File: config.mk
export PLATFORM = sky130hd
export DESIGN_NAME = freq_meter_gate
export DESIGN_NICKNAME = d
export VERILOG_FILES = /design/src/rtl/freq_meter_pkg.sv /design/src/rtl/freq_meter_gate_sync_edge_det.sv /design/src/rtl/freq_meter_gate.sv
export SDC_FILE = /design/constraint.sdc
export NUM_CORES = 1
export LEC_CHECK = 0
export BUFFER_PORTS_ARGS = -buffer_cell sky130_fd_sc_hd__buf_2
export CAP_MARGIN = 20
export CORE_ASPECT_RATIO = 1.5
export CORE_MARGIN = 4
export CORE_UTILIZATION = 60
export DETAILED_ROUTE_END_ITERATION = 12
export PLACE_DENSITY = 0.86
export SLEW_MARGIN = 20
export SYNTH_ARGS = -nofsm -noshare
export SYNTH_HDL_FRONTEND = slang
export SYNTH_SLANG_ARGS = --single-unit
export TNS_END_PERCENT = 50
File: constraint.sdc
create_clock -name Clk50MHz -period 3 [get_ports Clk50MHz]
set_clock_uncertainty 0.1 [all_clocks]
set_input_delay 0.15 -clock Clk50MHz [delete_from_list [all_inputs] [get_ports Clk50MHz]]
set_output_delay 0.15 -clock Clk50MHz [all_outputs]
set_load 0.03 [all_outputs]
File: src/rtl/freq_meter_pkg.sv
// Shared definitions for the gated frequency meter: FSM encoding,
// default sizing constants and the input synchronizer depth.
package freq_meter_pkg;

  // Two-state controller: idle, or counting inside a gate window.
  typedef enum logic {
    ST_IDLE = 1'b0,
    ST_GATE = 1'b1
  } state_t;

  // Board clock and the 1 s gate that makes the result read directly in Hz.
  localparam int DEF_CLK_HZ      = 50_000_000;
  localparam int DEF_GATE_CYCLES = DEF_CLK_HZ;
  // 2^26-1 exceeds the highest countable rate (CLK_HZ/2) for a 1 s gate.
  localparam int DEF_CNT_W       = 26;

  // Number of flops in the metastability synchronizer.
  localparam int SYNC_STAGES     = 2;

  // Width needed to hold gate positions 1..gate_cycles.
  function automatic int gate_cnt_width(input int gate_cycles);
    return $clog2(gate_cycles + 1);
  endfunction

endpackage

File: src/rtl/freq_meter_gate_sync_edge_det.sv
// Input conditioning for the frequency meter: 2-flop synchronizer,
// optional 3-sample majority filter, then a rising-edge pulse.
// Optional feature macro: FREQ_METER_DEGLITCH_EN (majority filter, +2 cycles
// latency, rejects single-cycle pulses).
module sync_edge_det
  import freq_meter_pkg::*;
(
  input  logic Clk50MHz,
  input  logic Rst_n,
  input  logic async_in,
  output logic edge_out
);

  logic [SYNC_STAGES-1:0] sync_reg;
  logic                   level;
  logic                   level_d_reg;

  // Shift the asynchronous input through the synchronizer chain.
  always_ff @(posedge Clk50MHz or negedge Rst_n) begin
    if (!Rst_n) begin
      sync_reg <= '0;
    end else begin
      sync_reg <= {sync_reg[SYNC_STAGES-2:0], async_in};
    end
  end

`ifdef FREQ_METER_DEGLITCH_EN
  logic [1:0] hist_reg;
  logic       filt_reg;
  logic       sync_out;
  logic       majority;

  assign sync_out = sync_reg[SYNC_STAGES-1];
  // Two-of-three vote: a level must persist for two samples to pass.
  assign majority = (sync_out & hist_reg[0]) |
                    (sync_out & hist_reg[1]) |
                    (hist_reg[0] & hist_reg[1]);

  // Keep the last two synchronized samples and register the vote.
  always_ff @(posedge Clk50MHz or negedge Rst_n) begin
    if (!Rst_n) begin
      hist_reg <= '0;
      filt_reg <= 1'b0;
    end else begin
      hist_reg <= {hist_reg[0], sync_out};
      filt_reg <= majority;
    end
  end

  assign level = filt_reg;
`else
  assign level = sync_reg[SYNC_STAGES-1];
`endif

  // Delay the conditioned level by one cycle for edge detection.
  always_ff @(posedge Clk50MHz or negedge Rst_n) begin
    if (!Rst_n) begin
      level_d_reg <= 1'b0;
    end else begin
      level_d_reg <= level;
    end
  end

  assign edge_out = level & ~level_d_reg;

endmodule

File: src/rtl/freq_meter_gate.sv
// Gated frequency meter: counts rising edges of SigIn over GATE_CYCLES
// clocks and publishes the count in Freq with a one-cycle FreqValid pulse.
// Gates run back-to-back while Enable is high; Enable low aborts a gate.
// Optional feature macro: FREQ_METER_DEGLITCH_EN (see sync_edge_det).
module freq_meter_gate
  import freq_meter_pkg::*;
#(
  parameter int CLK_HZ      = DEF_CLK_HZ,
  parameter int GATE_CYCLES = CLK_HZ,
  parameter int CNT_W       = DEF_CNT_W
) (
  input  logic             Clk50MHz,
  input  logic             Rst_n,
  input  logic             Enable,
  input  logic             SigIn,
  output logic [CNT_W-1:0] Freq,
  output logic             FreqValid,
  output logic             Overflow,
  output logic             Busy
);

  localparam int              GC_W      = gate_cnt_width(GATE_CYCLES);
  localparam logic [GC_W-1:0] GATE_LAST = GC_W'(GATE_CYCLES);
  localparam logic [GC_W-1:0] GATE_ONE  = GC_W'(1);
  localparam logic [CNT_W-1:0] CNT_MAX  = '1;

  state_t           state_reg, state_next;
  logic [GC_W-1:0]  gate_cnt_reg, gate_cnt_next;
  logic [CNT_W-1:0] edge_cnt_reg, edge_cnt_next;
  logic             sat_reg, sat_next;
  logic [CNT_W-1:0] freq_reg, freq_next;
  logic             ovf_reg, ovf_next;
  logic             valid_reg, valid_next;

  logic             sig_edge;
  logic [CNT_W-1:0] cnt_upd;
  logic             sat_upd;

  sync_edge_det u_sync_edge_det (
    .Clk50MHz (Clk50MHz),
    .Rst_n    (Rst_n),
    .async_in (SigIn),
    .edge_out (sig_edge)
  );

  // Edge count including this cycle's edge, saturating at all-ones; the
  // saturation flag records an edge that could not be counted.
  always_comb begin
    cnt_upd = edge_cnt_reg;
    sat_upd = sat_reg;
    if (sig_edge) begin
      if (edge_cnt_reg != CNT_MAX) begin
        cnt_upd = edge_cnt_reg + CNT_W'(1);
      end else begin
        sat_upd = 1'b1;
      end
    end
  end

  // Next-state and output-register logic for the gate controller.
  always_comb begin
    state_next    = state_reg;
    gate_cnt_next = gate_cnt_reg;
    edge_cnt_next = edge_cnt_reg;
    sat_next      = sat_reg;
    freq_next     = freq_reg;
    ovf_next      = ovf_reg;
    valid_next    = 1'b0;
    unique case (state_reg)
      ST_IDLE: begin
        if (Enable) begin
          state_next    = ST_GATE;
          gate_cnt_next = GATE_ONE;
          edge_cnt_next = '0;
          sat_next      = 1'b0;
        end
      end
      ST_GATE: begin
        if (gate_cnt_reg == GATE_LAST) begin
          // Closing cycle completes even if Enable has just dropped.
          freq_next     = cnt_upd;
          ovf_next      = sat_upd;
          valid_next    = 1'b1;
          gate_cnt_next = GATE_ONE;
          edge_cnt_next = '0;
          sat_next      = 1'b0;
          state_next    = Enable ? ST_GATE : ST_IDLE;
        end else if (!Enable) begin
          // Abort: partial count is discarded, published result untouched.
          state_next    = ST_IDLE;
          gate_cnt_next = GATE_ONE;
          edge_cnt_next = '0;
          sat_next      = 1'b0;
        end else begin
          gate_cnt_next = gate_cnt_reg + GATE_ONE;
          edge_cnt_next = cnt_upd;
          sat_next      = sat_upd;
        end
      end
      default: begin
        state_next = ST_IDLE;
      end
    endcase
  end

  // State, counters and published results.
  always_ff @(posedge Clk50MHz or negedge Rst_n) begin
    if (!Rst_n) begin
      state_reg    <= ST_IDLE;
      gate_cnt_reg <= GATE_ONE;
      edge_cnt_reg <= '0;
      sat_reg      <= 1'b0;
      freq_reg     <= '0;
      ovf_reg      <= 1'b0;
      valid_reg    <= 1'b0;
    end else begin
      state_reg    <= state_next;
      gate_cnt_reg <= gate_cnt_next;
      edge_cnt_reg <= edge_cnt_next;
      sat_reg      <= sat_next;
      freq_reg     <= freq_next;
      ovf_reg      <= ovf_next;
      valid_reg    <= valid_next;
    end
  end

  assign Freq      = freq_reg;
  assign FreqValid = valid_reg;
  assign Overflow  = ovf_reg;
  assign Busy      = (state_reg == ST_GATE);

endmodule

==> results of run 1 <==
Yosys cell counts, types with 5 or more instances:
library cell                n  share of area
sky130_fd_sc_hd__a21o_1     5         0.0081
sky130_fd_sc_hd__a21oi_1   40          0.043
sky130_fd_sc_hd__a31oi_1   31          0.042
sky130_fd_sc_hd__a41oi_1    6          0.011
sky130_fd_sc_hd__and2_1     5         0.0068
sky130_fd_sc_hd__and3_1     8          0.011
sky130_fd_sc_hd__and4_1     7          0.013
sky130_fd_sc_hd__buf_2     13          0.014
sky130_fd_sc_hd__clkbuf_1  14          0.011
sky130_fd_sc_hd__dfrtp_1   84           0.45
sky130_fd_sc_hd__inv_1     14          0.011
sky130_fd_sc_hd__nand2_1   67          0.054
sky130_fd_sc_hd__nand2b_1  11          0.015
sky130_fd_sc_hd__nand3_1   27          0.029
sky130_fd_sc_hd__nand4_1   17          0.023
sky130_fd_sc_hd__nor2_1    10         0.0081
sky130_fd_sc_hd__nor3_1     6         0.0065
sky130_fd_sc_hd__o211ai_1   6         0.0097
sky130_fd_sc_hd__o21ai_0   43          0.047
sky130_fd_sc_hd__o21ai_1    6         0.0065
sky130_fd_sc_hd__or3_1     13          0.018
sky130_fd_sc_hd__xnor2_1   22          0.042
worst paths after layout:
kind                            cells past startpoint                           to                         from
worst max-delay path                                5             edge_cnt_reg[15]              gate_cnt_reg[6]
worst min-delay path                                0  u_sync_edge_det.sync_reg[1]  u_sync_edge_det.sync_reg[0]
worst max register to register                      5             edge_cnt_reg[15]              gate_cnt_reg[6]
worst min register to register                      0  u_sync_edge_det.sync_reg[1]  u_sync_edge_det.sync_reg[0]
max in group asynchronous                           2             edge_cnt_reg[23]                        Rst_n
min in group asynchronous                           2                    FreqValid                        Rst_n
layout by cell type, fill, tap and decap left out, types with 13 or more instances in the layout:
cell type	instances
sky130_fd_sc_hd__dfrtp_1	84
sky130_fd_sc_hd__buf_2	31
sky130_fd_sc_hd__inv_1	14
sky130_fd_sc_hd__nand4_1	17
sky130_fd_sc_hd__o21ai_0	43
sky130_fd_sc_hd__or3_1	13
sky130_fd_sc_hd__a21oi_1	39
sky130_fd_sc_hd__nand3_1	27
sky130_fd_sc_hd__a31oi_1	31
sky130_fd_sc_hd__xnor2_1	22
sky130_fd_sc_hd__nand2_1	67
metrics by stage:
step | instances | total power, W | cell area, um2 | hold WS [ns]
after floorplan | 509 | 0.00129 | 4620 | -0.246
after global placement | 622 | 0.00133 | 4890 | 0.159
after detailed placement | 622 | 0.00134 | 4890 | 0.160
after CTS | 641 | 0.00234 | 5170 | 0.263
after global routing | 641 | 0.00241 | 5170 | 0.269
final | 641 | 0.00232 | 5170 | 0.255
cell families (layout without fill, tap and decap cells):
logic type | after synthesis | after routing | share of synthesized area
and+or+nand+nor | 195 | 195 | 0.233
AOI/OAI and AO/OA | 155 | 155 | 0.204
DFF | 85 | 85 | 0.460
buffers and inverters | 45 | 77 | 0.0441
xor gates and xnor gates | 22 | 22 | 0.0417
muxes | 4 | 4 | 0.00893
adders and majority gates | 3 | 3 | 0.00812
area by class of cell:
type                    instances  area (um2)  share of cell area
repair buffers                 47         312              0.0603
inverters                      14        52.6              0.0102
clock buffers                  12         155              0.0300
multi-input cells             379        2300               0.445
clock inverters                 4        95.1              0.0184
well taps                     100         125              0.0242
flip-flops and latches         85        2130               0.412
worst reg2reg max path, stage by stage, from the launching register on:
cell	delay, ns
sky130_fd_sc_hd__dfrtp_1	0.45
sky130_fd_sc_hd__or4b_4	0.59
sky130_fd_sc_hd__nor4_4	0.41
sky130_fd_sc_hd__a21o_2	0.42
sky130_fd_sc_hd__o21ai_0	0.18
sky130_fd_sc_hd__a22o_1	0.28
layer usage:
metal | vias to the layer above | wire (um) | track usage
li1 | 1927 | - | -
met1 | 1955 | 4250 | 0.288
met2 | 157 | 5490 | 0.440
met3 | 46 | 522 | 0.0381
met4 | 0 | 475 | 0.154
met5 | - | 0 | 0
report_power, final:
group / leakage [nW] / switching [W] / internal [W]
sequential: 1.17 / 0.0000235 / 0.00116
clock: 0.127 / 0.000407 / 0.000598
combinational: 0.856 / 0.0000903 / 0.0000475
total: 2.16 / 0.000520 / 0.00180
repair_timing:
action                                 in CTS  in global routing
gates resized for setup                     0                  0
hold buffers                                3                  0
setup endpoints to repair                   0                  0
endpoints found under the hold margin      86                  0
==> results list, run 1 <==
* R2r setup slk: 0.46 ns
* Syn. warnings: 0
- Number of hold violations in the final report: 0
- Antenna diode count: 0
- Worst-case setup slack after placement: 0.503 ns
* Die Footprint: ~0.0092 mm2
* Final total negative setup slack: 0 ns
- CTS tree: yes
* Layout filler cell count: 534
* First-iteration detailed-routing DRC count: ~350
- Initial cell density of the core: 0.627
- CTS H-Tree Depth: 3
- Clock transition time at the flip-flop clock pins of the worst setup and hold paths: about 0.080 ns
- Global-route wire length before repair: 18200 um
- Critical path's top delay family: simple AND/OR/NAND/NOR gates
* Cell with the largest stage delay on the worst path: sky130_fd_sc_hd__or4b_4
* Longest individual stage delay on the worst path: 0.59 ns
- In this run the count of I/O pins placed on the die edge is 33.
- Layout-stage area growth over the synthesis result: 11.8%
- The mapped netlist covers between 0.004 and 0.005 mm2.
- Setup CP Type: reg2reg
- Buffers inserted during clock tree synthesis total 9.
* Critical-path cell list: or4b_4, nor4_4, a21o_2, o21ai_0, a22o_1
- Relative slew margins: 0.486
* Residual DRC count: 0
- Leak Pwr: 2.16 nW
- Core ar.: 0.00737 mm2
* Crit path time final: 2.54 ns
- Once detailed placement completed, the half-perimeter wirelength came to 7290 um.
* Vias in the first global route: 3990
- Via count of the routed design: 4085
- Number of nets produced by synthesis: 516
* All-layer global routing usage: 0.252
- After detailed routing, the average wire length per cell comes to 16.7 um.
* Largest net degree at the start of global routing: 86
* Synth Flop Type: sky130_fd_sc_hd__dfrtp_1
- Counting flops with an async set or reset pin after synthesis yields a share of 1.00.
- The run finished with clean final reports.
* Fraction of layout instances using a drive strength above 1: 0.135
- Vias per inst: 6.37
- Antenna Nets Post-Route: 0
* Detailed Route WL: 10700 um
* Gpl congestion: between 0.9 and 1
- The number of antenna violations at the first check in global routing was 0.
* Crit. End Element: register
* Final core utilization: 0.702
* Clk sink count: 85
- The number of buffers and inverters on the critical path is 0.
- Areal power density over the cells: 450 mW/mm2
- Number of synthesized flops with an enable pin: 0
- The share of the Yosys chip area taken by registers is 0.460.
- After technology mapping, the gate count stands at 509.
- From bottom edge to top edge, the die measures ~120 um.
- Count of max-cap constraint violations: 0
- Flop and latch count out of synthesis: 85
- Distinct cells, synth: 57
- Max-slew violation total from the final report: 0
* Nets: about 540
* Worst-margin pin slew: 0.764 ns
* Std cell rows: 38
- In this run the worst path has a maximum fanout of 19.
* Worst-case vdd ir drop: 371 uV
- Buffers placed on the I/O ports in this run total 32.
* Aggregate global routing overflow: 0
- Period utilisation layout: 0.848
- After layout, the worst setup slack is 0.457 ns.
- STA puts the critical path data arrival time at 2.69 ns.
- For the worst-skew pair, the clock arrives at the later sink with an insertion delay of 0.36 ns.
- Unrepaired setup endpoints after global routing: false
* Clock buffer depth: 2
* First-pass iteration count of the detailed router: 5
- Measured along the x axis, the die boundary spans about 80 um.
- Required time at the worst-slack endpoint: 3.15 ns
- The path class of the tightest hold or removal check is reg2reg.
- Post-synthesis area per instance: between 9 and 10 um2
* CP startpoint kind: register
* Final Setup Violations: 0
- Derived from the worst setup path, the maximum achievable clock frequency is 393 MHz.
- In this run the clock root is driven by a sky130_fd_sc_hd__clkbuf_8.
* Buffer count from post-CTS setup fixing: 0
Note: power is estimated with default switching activity, not from simulation.
==> run 2, diff against run 1 <==
--- a/config.mk
+++ b/config.mk
@@ -5,13 +5,14 @@
 export SDC_FILE = /design/constraint.sdc
 export NUM_CORES = 1
 export LEC_CHECK = 0
+export ABC_AREA = 1
 export BUFFER_PORTS_ARGS = -buffer_cell sky130_fd_sc_hd__buf_2
 export CAP_MARGIN = 20
 export CORE_ASPECT_RATIO = 1.5
 export CORE_MARGIN = 4
-export CORE_UTILIZATION = 60
+export CORE_UTILIZATION = 61
 export DETAILED_ROUTE_END_ITERATION = 12
-export PLACE_DENSITY = 0.86
+export PLACE_DENSITY = 0.87
 export SLEW_MARGIN = 20
 export SYNTH_ARGS = -nofsm -noshare
 export SYNTH_HDL_FRONTEND = slang
==> constraint.sdc (replaced) <==
create_clock -name Clk50MHz -period 2.56 [get_ports Clk50MHz]
set_clock_uncertainty 0.1 [all_clocks]
set_input_delay 0.128 -clock Clk50MHz [delete_from_list [all_inputs] [get_ports Clk50MHz]]
set_output_delay 0.128 -clock Clk50MHz [all_outputs]
set_load 0.03 [all_outputs]
==> results list, run 2 <==
* Result of the run: finished, final reports clean
* Synthesized area: 0.00500 mm2 (+8.3%)
* CTS tree: yes
* Leading cell types in the layout, fill and taps excluded: 288 x sky130_fd_sc_hd__nand2_1, 84 x sky130_fd_sc_hd__dfrtp_1, 70 x sky130_fd_sc_hd__nand3_1
- Number of hold violations in the final report: 0 (unchanged)
- Combinational family with the most area after synthesis: simple AND/OR/NAND/NOR gates
- Worst-case vdd ir drop: 450 uV (+21%)
- Final Setup Violations: 0 (unchanged)
- The per-instance average area after synthesis came to 7.09 um2 (-22%).
* Crit. End Element: register
* Aggregate global routing overflow: 0 (unchanged)
- Fraction of layout instances using a drive strength above 1: 0.115 (-0.0195)
- Clock buffers created by TritonCTS: 9 (unchanged)
- All-layer global routing usage: 0.280 (+0.0281)
* Pint: 0.00230 W (+27%)
- The detail-routed net length per standard cell is 14.8 um (-12%).
- Library cell occupying the most area in the post-synthesis netlist: sky130_fd_sc_hd__dfrtp_1
- R2r setup slk: 0.34 ns (-0.12 ns)
* Reg power frac: 0.467 (-0.042)
- The post-synthesis share of cell area spent on and, or, nand and nor gates was 0.404 (+0.171).
- Final Worst Setup Slack: 0.335 ns (-0.122 ns)
- Areal power density over the cells: 534 mW/mm2 (+19%)
- The most used flip-flop cell after synthesis is sky130_fd_sc_hd__dfrtp_1.
* Clock transition time at the flip-flop clock pins of the worst setup and hold paths: 0.07 ns (about the same)
* Placed wire-length estimate: 8740 um (+20%)
- First-iteration detailed-routing DRC count: 417 (+18%)
- Vertical die dimension: 119 um (+3.0%)
- Initial cell density of the core: 0.625 (-0.00233)
- The placeable core region came to 0.00801 mm2 (+8.7%).
- Root Driver: sky130_fd_sc_hd__clkbuf_16
* Count of max-cap constraint violations: 0 (unchanged)
* Distinct cells, synth: 35 (-39%)
- The post-synthesis async set-or-reset flop share is 1.00 (unchanged).
- The net total in the final layout was 747 (+38%).
- Die Footprint: 0.00975 mm2 (+5.9%)
* Gpl congestion: 0.979 (+4.0%)
- The relative contribution of combinational cells to total power came to 0.054 (-0.005).
- Multiplexer share of the synthesized area: 0 (-0.00893)
- Number of antenna violations at the first check in global routing: 0 (unchanged)
* CTS H-Tree Depth: 3 (unchanged)
- Worst-case reg-to-reg path depth: 11 (+6)
* Crit path time final: 2.22 ns (-0.318 ns)
- The post-synthesis net count is 713 (+38%).
- Vias in the first global route: 4697 (+18%)
- Synth top area cells: sky130_fd_sc_hd__dfrtp_1 42%, sky130_fd_sc_hd__nand2_1 22%, sky130_fd_sc_hd__nand3_1 7.0%
- Flop and latch count out of synthesis: 85 (unchanged)
- The count of inserted antenna diode cells was 0 (unchanged).
- Sorting the synthesized cells by how often they occur yields 288 x sky130_fd_sc_hd__nand2_1, 84 x sky130_fd_sc_hd__dfrtp_1, 70 x sky130_fd_sc_hd__nand3_1.
- Global-route wire length before repair: 21100 um (+16%)
- Part of the power in the clock network: 0.479 (+0.047)
- Most frequently used cell type in the post-synthesis netlist: sky130_fd_sc_hd__nand2_1
- The final wirelength is 12600 um (+17%).
- The switching part of the total came to 0.230 (+0.00665).
- The clock insertion delay at the later pin of the skew report was 0.35 ns (about the same).
- The site row count was 40 (+5.3%).
- Number of synthesized flops with an enable pin: 0 (unchanged)
* Worst-margin pin slew: 0.685 ns (-0.0792 ns)
- Count of input and output buffers: 32 (unchanged)
- The maximum fanout along the worst path came to 11 (-8).
- Residual DRC count: 0 (unchanged)
- Unrepaired setup endpoints after global routing: false
* Antenna Nets Post-Route: 0 (unchanged)
- Final total negative setup slack: 0 ns (unchanged)
* Relative slew margins: 0.543 (+0.0570)
- The first-pass iteration count of the detailed router was 5 (unchanged).
- The arrival time of data at the critical path endpoint was 2.42 ns (-0.27 ns).
* Syn. warnings: 0 (unchanged)
* Worst-case setup slack after placement: 0.365 ns (-0.137 ns)
- The pin count of the biggest net entering global routing was 47 (-45%).
- Critical register-to-register path startpoint: edge_cnt_reg[0]
- The share of the yosys chip area belonging to registers came to 0.425 (-0.0351).
* Required time at the worst-slack endpoint: 2.75 ns (-0.40 ns)
* Post-CTS sizing: 0 (unchanged)
- In this run the worst hold path is classified as in2async.
- The number of sinks driven by the clock tree is 85 (unchanged).
* Max-slew violation total from the final report: 0 (unchanged)
- The share of the synthesized area in compound gates (AO/OA/AOI/OAI) was 0.0520 (-0.152).
* Layout-stage area growth over the synthesis result: 11.6%
- Synth Area in XOR/XNOR: 0.0262 (-0.0154)
* Clock buffer depth: 2 (unchanged)
- Die Span X: 82.0 um (+2.9%)
* Period utilisation layout: 0.869 (+0.0214)
- Leak Pwr: 2.86 nW (+33%)
* Vias per inst: 5.51 (-14%)
* Reg-to-reg endpoint: Freq[0]
* CP startpoint kind: register
- Net switching power: 0.000687 W (+32%)
- The fmax came to 449 MHz (+14%).
- Share of the synthesized area in the top cell type: 0.420 (-0.0347)
- The library cell used most frequently in the layout, excluding fill and tap cells, is sky130_fd_sc_hd__nand2_1.
- Area share of fa/ha/maj cells after synthesis: 0.00750 (-0.000619)
- The worst setup path is of the reg2reg kind.
- The via count was 4680 (+15%).
- Top-level port count: 33 (unchanged)
- The gate count after technology mapping came to 706 (+39%).
## run 2: cell types whose count changed in the layout (fill, tap and decap cells not counted), moves of 9 or more
cell and delta:
sky130_fd_sc_hd__a21oi_1 -35, sky130_fd_sc_hd__clkbuf_8 -10, sky130_fd_sc_hd__nor2_1 +40, sky130_fd_sc_hd__a31oi_1 -30, sky130_fd_sc_hd__xor2_1 +12, sky130_fd_sc_hd__or3_1 -13, sky130_fd_sc_hd__nand3_1 +43, sky130_fd_sc_hd__o21ai_0 -9
sky130_fd_sc_hd__nand2b_1 -11, sky130_fd_sc_hd__xnor2_1 -19, sky130_fd_sc_hd__nand2_1 +221, sky130_fd_sc_hd__inv_1 +53, sky130_fd_sc_hd__clkbuf_16 +9
## run 2: worst max-delay path by stage
stage	startpoint	end	slack [ns]
2_1_floorplan	gate_cnt_reg[0]	gate_cnt_reg[20]	0.73
3_3_place_gp	edge_cnt_reg[0]	Freq[0]	0.53
3_5_place_dp	edge_cnt_reg[0]	Freq[0]	0.37
4_1_cts	edge_cnt_reg[0]	Freq[0]	0.33
5_1_grt	edge_cnt_reg[0]	Freq[0]	0.20
6_report	edge_cnt_reg[0]	Freq[0]	0.34
## run 2: critical path, cell delays in order, from the launching register on
cell and delay [ns]:
sky130_fd_sc_hd__dfrtp_1 0.45, sky130_fd_sc_hd__ha_1 0.32, sky130_fd_sc_hd__inv_2 0.07, sky130_fd_sc_hd__nor2_4 0.22, sky130_fd_sc_hd__nand2_4 0.10, sky130_fd_sc_hd__nor2_8 0.16, sky130_fd_sc_hd__nand3_2 0.23, sky130_fd_sc_hd__nand2_1 0.19
sky130_fd_sc_hd__inv_1 0.08, sky130_fd_sc_hd__nand2_1 0.09, sky130_fd_sc_hd__nand3_1 0.08, sky130_fd_sc_hd__nand2_1 0.07
## run 2: final cells by class
| class | count | area [um2] |
|---|---|---|
| clock buffers | 10 | 239 |
| clock inverters | 6 | 86.3 |
| fillers | 668 | 2420 |
| inverters | 71 | 268 |
| multi-input cells | 530 | 2450 |
| flip-flops and latches | 85 | 2130 |
| well taps | 105 | 131 |
| repair buffers | 43 | 278 |
## run 2: routing by layer
metal,GRT usage,part of all wire
met1,0.311,0.38
met2,0.480,0.53
met3,0.0605,0.043
met4,0.157,0.047
met5,0,0
## run 2: kinds of logic (layout without fill, tap and decap cells)
group / after synthesis / count (layout)
flops: 85 / 85
fa+ha+maj: 3 / 3
buf+inv: 91 / 130
compound gates: 49 / 49
simple gates: 463 / 463
xor+xnor: 15 / 15
## run 2: what timing repair did
action | CTS | global route
hold buffers | 3 | 0
buffers inserted | 0 | 0
endpoints found under the hold margin | 41 | 0
## run 2: stage by stage
| step | instance area (um2) | utilization | hold slack (ns) | instances | total power [W] |
|---|---|---|---|---|---|
| final | 5590 | 0.698 | 0.190 | 850 | 0.00298 |
| after global routing | 5590 | 0.698 | 0.249 | 850 | 0.00308 |
| after CTS | 5590 | 0.698 | 0.210 | 850 | 0.00300 |
| after detailed placement | 5230 | 0.653 | 0.0409 | 831 | 0.00158 |
| after global placement | 5230 | 0.653 | 0.0285 | 831 | 0.00157 |
| after floorplan | 5000 | - | -0.268 | 706 | 0.00151 |
## run 2: power by group through the flow
| stage | combinational [W] | sequential, W | clock (W) |
|---|---|---|---|
| 2_1_floorplan | 0.0000928 | 0.00141 | 0 |
| 3_3_place_gp | 0.000151 | 0.00142 | 0 |
| 3_5_place_dp | 0.000156 | 0.00142 | 0 |
| 4_1_cts | 0.000161 | 0.00139 | 0.00144 |
| 5_1_grt | 0.000182 | 0.00140 | 0.00150 |
| 6_report | 0.000160 | 0.00139 | 0.00143 |
